[src/rtl/comm_pkg.sv]
// Shared definitions for the communications-port transmitter: FSM state
// encoding, occupancy-width helper and the default baud divisor.
package comm_pkg;

   typedef enum logic [2:0] {
      ST_IDLE,
      ST_START,
      ST_DATA,
      ST_PARITY,
      ST_STOP
   } tx_state_e;

   // 50 MHz system clock / 115200 baud
   localparam int COMM_DEFAULT_CLK_DIV = 434;

   function automatic int level_width(input int depth);
      return $clog2(depth) + 1;
   endfunction

endpackage

[src/rtl/comm_sync_fifo.sv]
// Single-clock FIFO; pointers carry an extra MSB so full and empty are told
// apart without a separate counter.
module comm_sync_fifo
   import comm_pkg::*;
#(
   parameter int DATA_W     = 8,
   parameter int FIFO_DEPTH = 16
) (
   input  logic                                 clk_i,
   input  logic                                 srst_i,
   input  logic                                 push_i,
   input  logic [DATA_W-1:0]                    push_data_i,
   input  logic                                 pop_i,
   output logic [DATA_W-1:0]                    pop_data_o,
   output logic                                 full_o,
   output logic                                 empty_o,
   output logic [level_width(FIFO_DEPTH)-1:0]   level_o
);

   localparam int AW = $clog2(FIFO_DEPTH);
   localparam int LW = level_width(FIFO_DEPTH);

   logic [DATA_W-1:0] mem_q [FIFO_DEPTH];
   logic [AW:0]       wr_ptr_q;
   logic [AW:0]       rd_ptr_q;
   logic              push_ok;
   logic              pop_ok;

   assign push_ok = push_i && !full_o;
   assign pop_ok  = pop_i && !empty_o;

   always_ff @(posedge clk_i) begin
      if (srst_i) begin
         wr_ptr_q <= '0;
         rd_ptr_q <= '0;
      end else begin
         if (push_ok) wr_ptr_q <= wr_ptr_q + (AW+1)'(1);
         if (pop_ok)  rd_ptr_q <= rd_ptr_q + (AW+1)'(1);
      end
   end

   always_ff @(posedge clk_i) begin
      if (push_ok) mem_q[wr_ptr_q[AW-1:0]] <= push_data_i;
   end

   // Head word is captured by the consumer's shift register on pop.
   assign pop_data_o = mem_q[rd_ptr_q[AW-1:0]];
   assign level_o    = LW'(wr_ptr_q - rd_ptr_q);
   assign full_o     = (level_o == LW'(FIFO_DEPTH));
   assign empty_o    = (wr_ptr_q == rd_ptr_q);

endmodule

[src/rtl/comm_tx_fifo.sv]
// FIFO-fed LSB-first serial transmitter with back-to-back framing.
// Define COMM_TX_PARITY_EN to insert an even-parity bit before the stop bits.
module comm_tx_fifo
   import comm_pkg::*;
#(
   parameter int DATA_W     = 8,
   parameter int CLK_DIV    = COMM_DEFAULT_CLK_DIV,
   parameter int FIFO_DEPTH = 16,
   parameter int STOP_BITS  = 1
) (
   input  logic                                 sys_clk_i,
   input  logic                                 sys_rst_i,
   input  logic                                 wr_en_i,
   input  logic [DATA_W-1:0]                    wr_data_i,
   output logic                                 full_o,
   output logic [level_width(FIFO_DEPTH)-1:0]   level_o,
   output logic                                 c_tx,
   output logic                                 c_bussy
);

   localparam int LW     = level_width(FIFO_DEPTH);
   localparam int BAUD_W = $clog2(CLK_DIV);
   localparam int BIT_W  = $clog2(DATA_W);
   localparam logic [BAUD_W-1:0] BAUD_RELOAD = BAUD_W'(CLK_DIV - 1);
   localparam logic [BIT_W-1:0]  BIT_LAST    = BIT_W'(DATA_W - 1);
   localparam logic              STOP_LAST   = 1'(STOP_BITS - 1);

   tx_state_e          state_q, state_d;
   logic [BAUD_W-1:0]  baud_q, baud_d;
   logic [DATA_W-1:0]  shift_q, shift_d;
   logic [BIT_W-1:0]   bit_cnt_q, bit_cnt_d;
   logic               stop_cnt_q, stop_cnt_d;
   logic               c_tx_q, c_tx_d;
   logic               bussy_q, bussy_d;
`ifdef COMM_TX_PARITY_EN
   logic               parity_q, parity_d;
`endif

   logic               fifo_pop;
   logic [DATA_W-1:0]  fifo_data;
   logic               fifo_empty;
   logic               fifo_full;
   logic [LW-1:0]      fifo_level;
   logic [LW-1:0]      level_d;
   logic               push_ok;
   logic               bit_end;
   logic               start_frame;

   comm_sync_fifo #(
      .DATA_W     (DATA_W),
      .FIFO_DEPTH (FIFO_DEPTH)
   ) u_fifo (
      .clk_i       (sys_clk_i),
      .srst_i      (sys_rst_i),
      .push_i      (wr_en_i),
      .push_data_i (wr_data_i),
      .pop_i       (fifo_pop),
      .pop_data_o  (fifo_data),
      .full_o      (fifo_full),
      .empty_o     (fifo_empty),
      .level_o     (fifo_level)
   );

   assign push_ok = wr_en_i && !fifo_full;
   assign level_d = fifo_level + LW'(push_ok) - LW'(fifo_pop);
   assign bit_end = (baud_q == '0);

   always_comb begin
      state_d     = state_q;
      baud_d      = bit_end ? baud_q : baud_q - BAUD_W'(1);
      shift_d     = shift_q;
      bit_cnt_d   = bit_cnt_q;
      stop_cnt_d  = stop_cnt_q;
      start_frame = 1'b0;
      fifo_pop    = 1'b0;
`ifdef COMM_TX_PARITY_EN
      parity_d    = parity_q;
`endif

      case (state_q)
         ST_IDLE: begin
            if (!fifo_empty) start_frame = 1'b1;
         end
         ST_START: begin
            if (bit_end) begin
               state_d = ST_DATA;
               baud_d  = BAUD_RELOAD;
            end
         end
         ST_DATA: begin
            if (bit_end) begin
               baud_d  = BAUD_RELOAD;
               shift_d = shift_q >> 1;
               if (bit_cnt_q == BIT_LAST) begin
                  stop_cnt_d = 1'b0;
`ifdef COMM_TX_PARITY_EN
                  state_d    = ST_PARITY;
`else
                  state_d    = ST_STOP;
`endif
               end else begin
                  bit_cnt_d = bit_cnt_q + BIT_W'(1);
               end
            end
         end
`ifdef COMM_TX_PARITY_EN
         ST_PARITY: begin
            if (bit_end) begin
               state_d    = ST_STOP;
               baud_d     = BAUD_RELOAD;
               stop_cnt_d = 1'b0;
            end
         end
`endif
         ST_STOP: begin
            if (bit_end) begin
               if (stop_cnt_q == STOP_LAST) begin
                  // A queued word starts its start bit with no idle cycle.
                  if (!fifo_empty) start_frame = 1'b1;
                  else             state_d     = ST_IDLE;
               end else begin
                  stop_cnt_d = stop_cnt_q + 1'b1;
                  baud_d     = BAUD_RELOAD;
               end
            end
         end
         default: state_d = ST_IDLE;
      endcase

      if (start_frame) begin
         fifo_pop  = 1'b1;
         shift_d   = fifo_data;
         bit_cnt_d = '0;
         state_d   = ST_START;
         baud_d    = BAUD_RELOAD;
`ifdef COMM_TX_PARITY_EN
         parity_d  = ^fifo_data;
`endif
      end

      // Line level is registered from the next state so it moves with the FSM.
      case (state_d)
         ST_START:  c_tx_d = 1'b0;
         ST_DATA:   c_tx_d = shift_d[0];
`ifdef COMM_TX_PARITY_EN
         ST_PARITY: c_tx_d = parity_d;
`endif
         default:   c_tx_d = 1'b1;
      endcase

      bussy_d = (state_d != ST_IDLE) || (level_d != '0);
   end

   always_ff @(posedge sys_clk_i) begin
      if (sys_rst_i) begin
         state_q    <= ST_IDLE;
         baud_q     <= '0;
         shift_q    <= '0;
         bit_cnt_q  <= '0;
         stop_cnt_q <= 1'b0;
         c_tx_q     <= 1'b1;
         bussy_q    <= 1'b0;
`ifdef COMM_TX_PARITY_EN
         parity_q   <= 1'b0;
`endif
      end else begin
         state_q    <= state_d;
         baud_q     <= baud_d;
         shift_q    <= shift_d;
         bit_cnt_q  <= bit_cnt_d;
         stop_cnt_q <= stop_cnt_d;
         c_tx_q     <= c_tx_d;
         bussy_q    <= bussy_d;
`ifdef COMM_TX_PARITY_EN
         parity_q   <= parity_d;
`endif
      end
   end

   assign c_tx    = c_tx_q;
   assign c_bussy = bussy_q;
   assign full_o  = fifo_full;
   assign level_o = fifo_level;

endmodule

[config.mk]
export PLATFORM = sky130hd
export DESIGN_NAME = comm_tx_fifo
export DESIGN_NICKNAME = d
export VERILOG_FILES = /design/src/rtl/comm_pkg.sv /design/src/rtl/comm_sync_fifo.sv /design/src/rtl/comm_tx_fifo.sv
export SDC_FILE = /design/constraint.sdc
export NUM_CORES = 1
export LEC_CHECK = 0
export CORE_ASPECT_RATIO = 0.75
export CORE_MARGIN = 8
export CORE_UTILIZATION = 35
export DETAILED_ROUTE_END_ITERATION = 7
export HOLD_SLACK_MARGIN = 0.08
export SLEW_MARGIN = 20
export SYNTH_ARGS = -nofsm -noshare
export SYNTH_HDL_FRONTEND = slang
export SYNTH_SLANG_ARGS = --single-unit
[constraint.sdc]
create_clock -name sys_clk_i -period 3.9 [get_ports sys_clk_i]
set_input_delay 1.17 -clock sys_clk_i [delete_from_list [all_inputs] [get_ports sys_clk_i]]
set_output_delay 1.17 -clock sys_clk_i [all_outputs]
set_load 0.05 [all_outputs]
==> results of run 1 <==
[where the power goes]
part	leakage (nW)	switching [mW]	internal [mW]
clock	0.292	0.783	0.866
sequential	1.48	0.158	2.07
combinational	1.06	1.05	0.827
[metrics by stage]
| step | util, % | hold slack (ns) | cells | cell area (um^2) | setup WS, ns |
|---|---|---|---|---|---|
| global placement | 38.0 | 0.477 | 716 | 7610 | 0.274 |
| CTS | 40.9 | 0.486 | 748 | 8210 | 0.0161 |
| floorplan | - | 0.452 | 445 | 7100 | 0.0515 |
| global route | 41.0 | 0.518 | 748 | 8220 | 0.0123 |
| detailed placement | 38.0 | 0.471 | 716 | 7610 | 0.143 |
| finish | 41.0 | 0.486 | 748 | 8220 | 0.194 |
[final cells by class]
type	count	share of cell area, %
clock buffers	17	5.18
clock inverters	15	2.04
inverters	23	1.05
multi-input cells	236	28.1
flip-flops and latches	167	56.3
well taps	258	3.93
repair buffers	32	3.44
[flip-flops by register name (all words and copies together), names as in the netlist, named ones only]
signal	flops
c_tx	1
baud_q	9
state_q	3
shift_q	8
c_bussy	1
u_fifo.rd_ptr_q	5
u_fifo.mem_q	128
bit_cnt_q	3
u_fifo.wr_ptr_q	5
[critical path, cell delays in order (launching register included)]
cell and delay [ns]:
dfxtp_1 0.39, inv_1 0.11, ha_1 0.31, nand2b_1 0.07
a21oi_2 0.22, xor2_4 0.18, clkdlybuf4s50_1 0.84
[cells in the final DEF (no fill, tap or decap), drive strengths merged, types with 2 or more instances in the layout]
cell type and count:
fa 2, edfxtp 128, xor2 7, or2 2, nand2 7, nand3 7
xnor2 9, ha 20, nor2 30, a21o 2, or3 5, mux4 38
nand2b 4, nor3 11, buf 16, o211ai 3, o21ai 4, dfxtp 39
mux2i 12, and2 2, a21oi 14, nand4 3, clkbuf 17, nor4 7
nor2b 4, o21a 3, a31oi 7, a211oi 7, and3 15, inv 33
clkinv 5, clkdlybuf4s50 15
[routing by layer]
layer,vias to the layer above,wire (um),global-route usage (%)
met5,-,0,0
met4,0,106,3.47
met3,8,543,3.15
met2,73,6630,18.0
met1,1958,6950,16.0
li1,1790,-,-
[logic make-up after synthesis]
group                    Yosys count
AND/OR/NAND/NOR                   99
flip-flops                       167
AO/OA/AOI/OAI                     47
buffers and inverters             42
XOR/XNOR                          17
adder cells (fa/ha/maj)           22
multiplexers                      51
[final timing paths]
check	cells after the start	endpoint	start
worst max-delay path	6	level_o[3]	u_fifo.rd_ptr_q[1]
worst min-delay path	2	baud_q[3]	baud_q[3]
worst max register to register	17	c_bussy	u_fifo.wr_ptr_q[0]
worst min register to register	2	baud_q[3]	baud_q[3]
[what timing repair did]
| action | 4_1_cts | 5_1_grt |
|---|---|---|
| hold buffers | 0 | 0 |
| gates resized for setup | 0 | 3 |
| hold endpoints to repair | 0 | 0 |
| endpoints found under the setup margin | 0 | 2 |
==> results.md, run 1 <==
* Setup violators final at 0
* CTS tree: yes
* Via Count at 3,829
* Pwr Density at 699 nW/um^2
* RSZ-0062 raised after global routing: no
* Worst reg-to-reg setup slack at 0.20 ns
* Synth Net Count at between 400 and 500
* DR pass1 iterations at 4
* Die W at 180 um
* Largest net degree at the start of global routing at 34
* Xor-xnor portion of the synthesized cell area at 2.30%
* Starting Density at 35.3%
* Clock root buffer master: clkbuf_16
* Hpwl dp at 9.72 mm
* Htree depth at 4
* Detail Route Antenna Nets at 0
* Seq. cell area at 4630 um^2
* Critical Path Source Type: register
* Critical path type: register to output port
* Adder-cell share of the synthesized area at 4.10%
* Synth top cells by count: edfxtp_1 (128), dfxtp_1 (39), mux4_2 (38)
* Mapped Area at around 7100 um^2
* Asr flop ratio synth at 0%
* Crit path time final at approximately 3.7 ns
* Yosys reg bits at 167
* Max-cap check violation count at 0
* Final period util at 95.0%
* VDD IR-drop max at 0.359 mV
* Clk_lat worst skew at 0.43 ns
* Max-slew headroom at 36.6%
* CP arrival at between 2 and 3 ns
* Proportion of layout cells with a drive suffix above 1 at 19.8%
* Post-Syn Instances at around 450
* Area of the multi-input gates at 2310 um^2
* Synth Area per Inst at between 15 and 20 um^2
* ANT cells at 0
* GPL Wtd Cong at 0.826
* Max Freq at about 270 MHz
* DIE AREA at 25,100 um^2
* Final Hold Vio Count at 0
* I/O Buffers at 18
* Largest family of logic cells by synthesized area: multiplexers
* Gr ovfl total at 0
* Initial antenna violation count at 0
* Cell with the most instances after synthesis: edfxtp_1
* Crit. End Element: output port
* Postcts setup bufs at 0
* Req. time, crit path at 2.73 ns
* Critical Path Fanout Max at 4
* Area delta synth->final at 16.0%
* Top_reg_cell synth: edfxtp_1
* Drt total wl at 14.2 mm
* First-pass GRT wire length at ~22 mm
* Simple-gate portion of the synthesized area at 7.38%
* FILL cells at approximately 1,800
* Clock skew at 0.0130 ns
* Hold Crit Class: register to register
* Vias per std cell at 5.12
* Compound-Gate Fraction of Synth Area at 4.43%
* First-iteration detailed-routing DRC count at 170
* Die height at roughly 140 um
* Status: finished, final reports clean
* Leak at 2.82 nW
* Drt wl/cell at 19.0 um
* Tot GR Track Use at around an eighth
* Reg clk slew, reported paths at 0.07 ns
* DRC at 0
* Final Total Pwr at 5.75 mW
* Slew Limit Fails at 0
* Setup TNS Final at 0 ns
* Synth warn at 0
* Core ar. at around 20,000 um^2
* Number of global-route vias before repair at around 3,900
* Clock buffer depth at 2
* Final #Nets at 510
* Worst Tran Pin Value at roughly 0.94 ns
* CTS Sinks at about 170
* Sequential area share after synthesis at 65.3%
* Number of synthesized flops with an enable pin at 128
* Inserted Clock Buffers at 17
* Area share of the largest cell type after synthesis at 54.3%
* Top cells by area, synth: edfxtp_1 (54%), mux4_2 (12%), dfxtp_1 (11%)
* I/O pin cnt at 19
* Post-synthesis mux area share at 13.9%
* Post-synth top area cell: edfxtp_1
* Yosys cell types at between 40 and 50
* FP Rows at 45
Note: power is estimated with default switching activity, not from simulation.
==> run 2, diff against run 1 <==
- CORE_ASPECT_RATIO: 0.75 -> 1.2
- CORE_UTILIZATION: 35 -> 45
- SLEW_MARGIN: 20 -> 15
==> run 2 against run 1 <==
Register-to-register slack gained 0.08 ns. Sequential power shrank 3%. Clock-buffer cell count grew 1. Largest cell class unchanged. Largest power group unchanged. Highest routed layer unchanged.
==> results.md, run 2 (synthesis gave the netlist of run 1 again) <==
* Met3 Wirelength at 351 um
* Critical path type: register to register
* Crit. End Element: register
* Pwr Density at 700 nW/um^2
* Die W at 131 um
* DIE AREA at 20,000 um^2
* Detail Route met2 WL at 7.10 mm
* Htree depth at 4
* CTS Sinks at 167
* Max Freq at 276 MHz
* Max reg flops at approximately 130
* Clock root buffer master: clkbuf_16
* Post-CTS Hold Fix Bufs at 0
* Top sig layer: met4
* RSZ-0062 raised after global routing: no
* FILL cells at between 1,000 and 1,500
* Via Count at 3,786
* Max-slew headroom at 40.8%
* Reg clk slew, reported paths at roughly 0.060 ns
* I/O pin cnt at 19
* Largest net degree at the start of global routing at 34
* M1 wire length at 6.05 mm
* Clock buffer depth at 2
* CP max-delay cell: fa_1
* Worst Tran Pin Value at 0.877 ns
* Worst setup margin at 0.279 ns
* Proportion of layout cells with a drive suffix above 1 at 19.7%
* Crit path time final at 3.62 ns
* Area delta synth->final at 15.6%
* Core ar. at roughly 16,000 um^2
* Most frequent cells in the layout: edfxtp_1 (128), mux4_2 (38), dfxtp_1 (36), nor2_1 (30), inv_1 (20)
* Setup violators final at 0
* Initial antenna violation count at 0
* Commonest non-fill, non-tap cell in the layout: edfxtp_1
* Final Hold Vio Count at 0
* Drt wl/cell at 19.7 um
* Critical Path Source Type: register
* Critical path launch point: u_fifo.wr_ptr_q[0]
* Worst R2R Start: u_fifo.wr_ptr_q[0]
* Number of global-route vias before repair at 4,015
* Vias per std cell at 5.44
* Tot GR Track Use at between 10% and 20%
* Inserted Clock Buffers at 17
* First-iteration detailed-routing DRC count at 214
* GPL Wtd Cong at 0.824
* Critical Path Fanout Max at 4
* Detail Route Antenna Nets at 0
* Clk_lat worst skew at around 0.42 ns
* Most used cell, CP: ha_1
* Leak at about 2.8 nW
* DRC at 0
* I/O Buffers at 18
* Setup TNS Final at 0 ns
* Max-cap check violation count at 0
* Gr ovfl total at 0
* Clock skew at ~0.0086 ns
* Drt total wl at 13.7 mm
* Status: finished, final reports clean
* Worst Path Buf+Inv at 4
* CTS tree: yes
* First-pass GRT wire length at 21.8 mm
* Hold Crit Class: register to register
* Slew Limit Fails at 0
* Die height at 153 um
* Starting Density at 45.7%
* Final #Nets at 510
* FP Rows at 50
* Placement-stage worst setup slack at 0.0873 ns
* CP arrival at 3.90 ns
* Slowest cell delay on critical path at 0.43 ns
* CP Cell Sequence: inv_2, ha_1, inv_1, fa_1, xnor2_2, ha_1, nand3_1, o21a_2, inv_2, ha_1, inv_1, ha_1, fa_1, xor2_1, or3_1, nor4_2, a31oi_1
* VDD IR-drop max at 0.365 mV
* Hold path startpoint: baud_q[3]
* Hpwl dp at 9.31 mm
* Crit path max-delay family: adder cells
* DR pass1 iterations at 4
* Final period util at between 90% and 100%
* ANT cells at 0
* Req. time, crit path at around 4.2 ns
==> run 2: power by group <==
part	leakage [nW]	internal [mW]	switching, mW
registers	1.48	2.07	0.0932
clock network	0.275	1.00	0.659
logic	1.06	0.833	1.08
==> run 2: area by class of cell <==
type	instances	area, um^2	area share [%]
well taps	208	260	3.18
clock buffers	18	429	5.24
inverters	23	86.3	1.05
multi-input cells	236	2330	28.5
clock inverters	12	155	1.89
repair buffers	32	295	3.61
flip-flops and latches	167	4630	56.5
==> run 2: worst paths after layout <==
kind | to | slack [ns] | cells after the start
setup / recovery | c_bussy | 0.28 | 17
hold / removal | baud_q[3] | 0.49 | 2
setup reg to reg | c_bussy | 0.28 | 17
hold reg to reg | baud_q[3] | 0.49 | 2
==> run 2: worst min-delay path: stages (launching register included) <==
cell	delay [ns]
dfxtp_1	0.32
nand2_1	0.06
a211oi_1	0.06
==> run 2: layer usage <==
| metal | vias to the layer above | track usage [%] |
|---|---|---|
| li1 | 1789 | - |
| met1 | 1931 | 18.2 |
| met2 | 48 | 24.4 |
| met3 | 18 | 3.03 |
| met4 | 0 | 5.81 |
| met5 | - | 0 |
==> run 2: timing repair <==
item	4_1_cts	5_1_grt
setup endpoints to repair	0	3
gates resized for setup	0	9
setup buffers	0	0
==> run 2: stage by stage <==
step | instances | util, % | hold WS, ns | instance area (um^2) | total power [mW]
final | 696 | 52.8 | 0.486 | 8190 | 5.73
after CTS | 696 | 52.5 | 0.488 | 8150 | 5.76
after detailed placement | 666 | 48.7 | 0.477 | 7560 | 4.08
after global routing | 696 | 52.8 | 0.504 | 8190 | 6.03
after floorplan | 445 | - | 0.452 | 7100 | 3.63
after global placement | 666 | 48.7 | 0.471 | 7560 | 4.05
==> run 3, diff against run 2 <==
- CTS_CLUSTER_SIZE: not set -> 12
- HOLD_SLACK_MARGIN: 0.08 -> 0.05
- SLEW_MARGIN: 15 -> 20
==> results of run 3 <==
Same layout as run 2: the final DEF is identical, and so are final timing and power.
